==> src/rtl/tape_arbiter_if.sv <==
`default_nettype none
// ============================================================================
// Module   : tape_arbiter_if
// Brief    : One requester's tape access channel (request, write data,
//            acknowledge and read return).
// Revision : 1.0 - initial release
// ============================================================================
interface tape_arbiter_if #(
  parameter int ADDR_WIDTH = 16,
  parameter int DATA_WIDTH = 8
);
  logic                  req;
  logic                  we;
  logic [ADDR_WIDTH-1:0] addr;
  logic [DATA_WIDTH-1:0] wdata;
  logic                  ack;
  logic                  rvalid;
  logic [DATA_WIDTH-1:0] rdata;

  // Requester side
  modport master (output req, we, addr, wdata, input ack, rvalid, rdata);
  // Arbiter side
  modport slave  (input req, we, addr, wdata, output ack, rvalid, rdata);
endinterface
`default_nettype wire

==> src/rtl/tape_arbiter.sv <==
`default_nettype none
// ============================================================================
// Module   : tape_arbiter
// Brief    : Single-port tape RAM arbiter between the execution core and the
//            host/debug port. Core has default priority; a starvation guard
//            bounds host wait and a host lock gives atomic host bursts.
// Revision : 1.0 - initial release
// ============================================================================
module tape_arbiter #(
  parameter int ADDR_WIDTH    = 16,
  parameter int DATA_WIDTH    = 8,
  parameter int HOST_MAX_WAIT = 4
) (
  input  logic                  clock,
  input  logic                  reset_n,
  tape_arbiter_if.slave         core,
  tape_arbiter_if.slave         host,
  input  logic                  host_lock,
  output logic                  ram_we,
  output logic [ADDR_WIDTH-1:0] ram_addr,
  output logic [DATA_WIDTH-1:0] ram_wdata,
  input  logic [DATA_WIDTH-1:0] ram_rdata
);

  localparam int          WAIT_W     = $clog2(HOST_MAX_WAIT + 1);
  localparam [WAIT_W-1:0] C_WAIT_MAX = WAIT_W'(HOST_MAX_WAIT);

  localparam logic [0:0] ST_CORE_PRI    = 1'b0;
  localparam logic [0:0] ST_HOST_LOCKED = 1'b1;

  localparam logic [1:0] OWN_NONE = 2'd0;
  localparam logic [1:0] OWN_CORE = 2'd1;
  localparam logic [1:0] OWN_HOST = 2'd2;

  logic [0:0]            r_state;
  logic [0:0]            w_state_next;
  logic [WAIT_W-1:0]     r_wait_cnt;
  logic [1:0]            r_rd_owner;
  logic [ADDR_WIDTH-1:0] r_addr_hold;
  logic [DATA_WIDTH-1:0] r_wdata_hold;
  logic                  w_locked;
  logic                  w_grant_core;
  logic                  w_grant_host;

  // Lock only excludes the core while host_lock is still asserted, so the
  // release cycle already arbitrates with normal core priority.
  assign w_locked = (r_state == ST_HOST_LOCKED) && host_lock;

  // State register
  always_ff @(posedge clock or negedge reset_n) begin
    if (!reset_n) r_state <= ST_CORE_PRI;
    else          r_state <= w_state_next;
  end

  // Next-state logic: enter lock on a locked host grant, leave when lock drops
  always_comb begin
    w_state_next = r_state;
    case (r_state)
      ST_CORE_PRI:    if (w_grant_host && host_lock) w_state_next = ST_HOST_LOCKED;
      ST_HOST_LOCKED: if (!host_lock) w_state_next = ST_CORE_PRI;
      default:        w_state_next = ST_CORE_PRI;
    endcase
  end

  // Output logic: grant selection and RAM port steering; all strobes are
  // held low while reset is asserted
  always_comb begin
    w_grant_core = 1'b0;
    w_grant_host = 1'b0;
    if (w_locked) begin
      w_grant_host = host.req;
    end else if (host.req && (!core.req || (r_wait_cnt == C_WAIT_MAX))) begin
      w_grant_host = 1'b1;
    end else begin
      w_grant_core = core.req;
    end
    if (!reset_n) begin
      w_grant_core = 1'b0;
      w_grant_host = 1'b0;
    end

    ram_we    = 1'b0;
    ram_addr  = r_addr_hold;
    ram_wdata = r_wdata_hold;
    if (w_grant_core) begin
      ram_we    = core.we;
      ram_addr  = core.addr;
      ram_wdata = core.wdata;
    end else if (w_grant_host) begin
      ram_we    = host.we;
      ram_addr  = host.addr;
      ram_wdata = host.wdata;
    end
  end

  assign core.ack    = w_grant_core;
  assign host.ack    = w_grant_host;
  assign core.rvalid = (r_rd_owner == OWN_CORE);
  assign host.rvalid = (r_rd_owner == OWN_HOST);
  assign core.rdata  = ram_rdata;
  assign host.rdata  = ram_rdata;

  // Host starvation counter: counts cycles the host loses to the core
  always_ff @(posedge clock or negedge reset_n) begin
    if (!reset_n) begin
      r_wait_cnt <= '0;
    end else if (w_grant_host || !host.req) begin
      r_wait_cnt <= '0;
    end else if (w_grant_core && (r_wait_cnt != C_WAIT_MAX)) begin
      r_wait_cnt <= r_wait_cnt + 1'b1;
    end
  end

  // Read-return owner tracking plus address/data hold for idle cycles
  always_ff @(posedge clock or negedge reset_n) begin
    if (!reset_n) begin
      r_rd_owner   <= OWN_NONE;
      r_addr_hold  <= '0;
      r_wdata_hold <= '0;
    end else begin
      r_addr_hold  <= ram_addr;
      r_wdata_hold <= ram_wdata;
      if (w_grant_core && !core.we)      r_rd_owner <= OWN_CORE;
      else if (w_grant_host && !host.we) r_rd_owner <= OWN_HOST;
      else                               r_rd_owner <= OWN_NONE;
    end
  end

endmodule
`default_nettype wire
==> src/flat_wrapper.sv <==
// flat-port wrapper written by rule: the top's interface ports become plain ports
module tape_arbiter_flat 
#(
  parameter int ADDR_WIDTH    = 16,
  parameter int DATA_WIDTH    = 8,
  parameter int HOST_MAX_WAIT = 4
)
  (clock, reset_n, host_lock, ram_we, ram_addr, ram_wdata, ram_rdata, core_req, core_we, core_addr, core_wdata, core_ack, core_rvalid, core_rdata, host_req, host_we, host_addr, host_wdata, host_ack, host_rvalid, host_rdata);
  tape_arbiter_if #(.ADDR_WIDTH(ADDR_WIDTH), .DATA_WIDTH(DATA_WIDTH)) core_i ();
  tape_arbiter_if #(.ADDR_WIDTH(ADDR_WIDTH), .DATA_WIDTH(DATA_WIDTH)) host_i ();
  input  logic clock;
  input  logic reset_n;
  input  logic host_lock;
  output logic ram_we;
  output logic [ADDR_WIDTH-1:0] ram_addr;
  output logic [DATA_WIDTH-1:0] ram_wdata;
  input  logic [DATA_WIDTH-1:0] ram_rdata;
  input wire logic [$bits(core_i.req)-1:0] core_req;
  input wire logic [$bits(core_i.we)-1:0] core_we;
  input wire logic [$bits(core_i.addr)-1:0] core_addr;
  input wire logic [$bits(core_i.wdata)-1:0] core_wdata;
  output wire logic [$bits(core_i.ack)-1:0] core_ack;
  output wire logic [$bits(core_i.rvalid)-1:0] core_rvalid;
  output wire logic [$bits(core_i.rdata)-1:0] core_rdata;
  input wire logic [$bits(host_i.req)-1:0] host_req;
  input wire logic [$bits(host_i.we)-1:0] host_we;
  input wire logic [$bits(host_i.addr)-1:0] host_addr;
  input wire logic [$bits(host_i.wdata)-1:0] host_wdata;
  output wire logic [$bits(host_i.ack)-1:0] host_ack;
  output wire logic [$bits(host_i.rvalid)-1:0] host_rvalid;
  output wire logic [$bits(host_i.rdata)-1:0] host_rdata;
  assign core_i.req = core_req;
  assign core_i.we = core_we;
  assign core_i.addr = core_addr;
  assign core_i.wdata = core_wdata;
  assign core_ack = core_i.ack;
  assign core_rvalid = core_i.rvalid;
  assign core_rdata = core_i.rdata;
  assign host_i.req = host_req;
  assign host_i.we = host_we;
  assign host_i.addr = host_addr;
  assign host_i.wdata = host_wdata;
  assign host_ack = host_i.ack;
  assign host_rvalid = host_i.rvalid;
  assign host_rdata = host_i.rdata;
  tape_arbiter #(.ADDR_WIDTH(ADDR_WIDTH), .DATA_WIDTH(DATA_WIDTH), .HOST_MAX_WAIT(HOST_MAX_WAIT)) u_core (.clock(clock), .reset_n(reset_n), .core(core_i), .host(host_i), .host_lock(host_lock), .ram_we(ram_we), .ram_addr(ram_addr), .ram_wdata(ram_wdata), .ram_rdata(ram_rdata));
endmodule
==> config.mk <==
export PLATFORM = sky130hd
export DESIGN_NAME = tape_arbiter_flat
export DESIGN_NICKNAME = d
export VERILOG_FILES = /design/src/rtl/tape_arbiter_if.sv /design/src/rtl/tape_arbiter.sv /design/src/flat_wrapper.sv
export SDC_FILE = /design/constraint.sdc
export NUM_CORES = 1
export LEC_CHECK = 0
export BUFFER_PORTS_ARGS = -buffer_cell sky130_fd_sc_hd__buf_4
export CAP_MARGIN = 20
export CORE_UTILIZATION = 45
export DETAILED_ROUTE_END_ITERATION = 16
export PLACE_DENSITY = 0.79
export RECOVER_POWER = 50
export SLEW_MARGIN = 10
export SYNTH_ARGS = -nofsm -noshare
export SYNTH_HDL_FRONTEND = slang
export SYNTH_SLANG_ARGS = --single-unit
==> constraint.sdc <==
create_clock -name clock -period 4.7 [get_ports clock]
set_input_delay 0.705 -clock clock [delete_from_list [all_inputs] [get_ports clock]]
set_output_delay 0.705 -clock clock [all_outputs]
set_load 0.03 [all_outputs]
==> metrics.cfg <==
[grt]
antenna_found_initial = 0
grt_pass1_vias = 1733
grt_use_total_pct = 18.7
grt_max_degree = 60
overflow = 0
grt_pass1_wl_um = 7760

[placed_design]
dp_hpwl_um = 3150
place_ws_ns = 1.44
port_buffers = 83
dp_cells = 319
globalplace.congestion = 0.748

[layout]
instances_no_fill = 327
syn_to_final_growth_pct = 25.2
antenna_cells = 0
final_common_cell = buf_4
n_fill_cell = 380
final_core_util_pct = 60.3
drive_gt1_share_pct = 40.4
most-common-layout-cells = buf_4 (82), dfrtp_1 (30), nand2b_1 (26)
layout.nets = 339

[floorplan]
die_w_um = 71.5
num_io_pins = 108
initial_utilization_pct = 48.2
core_sq_um = 4500
rows = 24
die-area_sq_um = 5110
dieHeight_um = 71.5

[worst_setup_path]
rrSetupSlack_ns = 2.53
worstSetupPathType = in -> out
crit_required_ns = 3.99
crit_arrival_ns = 2.96
crit_path_start_kind = input port
worstPathMaxFanout = 59
cp-end-kind = output port

[yosys]
syn_inst = 219
ys_warn_count = 0
syn-num-nets = 284
synth_seq_area_share_pct = 34.6
netlist-cell-type-count = 27
synth_area_sq_um = 2170
syn_avg_cell_area_sq_um = 9.91
postSynthRegisterBits = 30

[routing]
wire_per_inst_um = 14.1
firstDrtPassIters = 4
drt_first_iter_violations = 99
antenna_left = 0
drc = 0
wirelength_um = 4600
via_count = 1861
vias_per_cell = 5.69

[job]
max_cap_violations = 1

[cts]
root_buffer = clkbuf_8
cts_buffer_depth = 2
cts_tree = done
postCtsSetupBuffers = 0
cts-resized-gates = 0
cts_buffers = 5
clk_pin_slew_ns = 0.06
htreeDepth = 2
clkLatencyLatePin_ns = 0.28
cts_sinks = 30
cts_hold_buf = 0

[timing]
grt_setup_unrepaired = no
skew_ns = 0.00575
setup_ws_ns = 1.03
period_needed_ns = 3.67
finalCritPeriodShare_pct = 78.0
setup_tns_ns = 0
finalSetupViolations = 0
fmax_mhz = 273
drv_slew = 48
max_slew.worst_pin.slew_ns = 1.62
final-hold-violation-count = 0
relSlewSlack_pct = -8.03

[outcome]
outcome = complete, but fails checks
violations = max-capacitance violations, max-slew violations

[worst_hold_path]
hold_class = in -> async

[pwr]
p_per_area_nw_per_um2 = 308
leakagePower_nw = 1.23
irDropWorstVdd_mv = 0.191

[cell families after synthesis]
| family | after synthesis | share of synthesized area [%] |
|---|---|---|
| and+or+nand+nor | 66 | 16.3 |
| AOI/OAI and AO/OA | 58 | 25.7 |
| adders and majority gates | 2 | 1.15 |
| muxes | 24 | 11.1 |
| DFF | 30 | 34.6 |
| buffers and inverters | 39 | 11.2 |
[registers in the layout, indices dropped and copies added (netlist names)]
register,count
u_core.r_wdata_hold,8
u_core.r_state,1
u_core.r_addr_hold,16
u_core.r_wait_cnt,3
u_core.r_rd_owner,2
[critical path, cell delays in order]
cell and delay (ns):
buf_4 0.45, clkbuf_1 0.99, nand2b_1 0.18, mux2i_1 0.24, a221oi_2 0.11, buf_4 0.26
[power by group]
group	switching, W	total (W)	internal [W]
logic	0.000176	0.000312	0.000136
clock network	0.0000942	0.000212	0.000118
registers	0.0000182	0.000311	0.000293
[final cells by class]
class / instances / area, sq um / share of cell area (%)
clock buffer: 7 / 86.3 / 3.18
clock inverter: 1 / 5.00 / 0.184
inverter: 2 / 7.51 / 0.276
multi-input combinational: 150 / 1180 / 43.3
sequential: 30 / 751 / 27.6
tap: 52 / 65.1 / 2.39
timing repair buffer: 85 / 627 / 23.1
[routing by layer]
metal  up-vias  share of wire [%]  global-route usage [%]
li1        914                  -                       -
met1       869                 46                    25.0
met2        73                 47                    30.5
met3         5                6.6                    5.06
met4         0               0.85                    4.58
met5         -                  0                       0
[synth_stat cells]
cell       n  area [sq um]
a21bo_1    1          10.0
a21boi_1   3          22.5
nor2b_1    3          18.8
a21oi_1    2          10.0
nand2_1    5          18.8
nand4b_1   1          8.76
dfrtp_1   30           751
and3_1     1          6.26
ha_1       2          25.0
o22ai_1   25           156
buf_2     12          60.1
buf_1      2          7.51
a221oi_2  20           300
a221oi_1   4          35.0
nand2b_1  26           163
inv_1      2          7.51
mux2i_1   24           240
and2_4     1          8.76
buf_6      3          33.8
nand3_4    1          17.5
nor2_1    25          93.8
clkbuf_1   4          15.0
o31a_1     1          8.76
buf_4     16           120
o21a_1     2          15.0
nor3_1     1          5.00
nand4_1    2          12.5
[metrics by stage]
step / hold slack [ns] / instance area (sq um) / power, W
2_1_floorplan: 0.409 / 2170 / 0.000547
3_3_place_gp: 0.500 / 2640 / 0.000626
3_5_place_dp: 0.513 / 2640 / 0.000630
4_1_cts: 0.429 / 2730 / 0.000847
5_1_grt: 0.449 / 2720 / 0.000885
6_report: 0.416 / 2720 / 0.000836
[worst paths after layout]
| kind | start | end | cells past startpoint |
|---|---|---|---|
| max reg2reg | u_core.r_state$_DFF_PN0_ | u_core.r_addr_hold[15]$_DFF_PN0_ | 3 |
| max | reset_n | ram_wdata[4] | 6 |
| min in group clock | u_core.r_state$_DFF_PN0_ | u_core.r_state$_DFF_PN0_ | 1 |
| min | reset_n | u_core.r_rd_owner[1]$_DFF_PN0_ | 1 |
| max in group asynchronous | reset_n | u_core.r_wdata_hold[0]$_DFF_PN0_ | 2 |
| min reg2reg | u_core.r_state$_DFF_PN0_ | u_core.r_state$_DFF_PN0_ | 1 |
(Power assumes the default switching activity.)
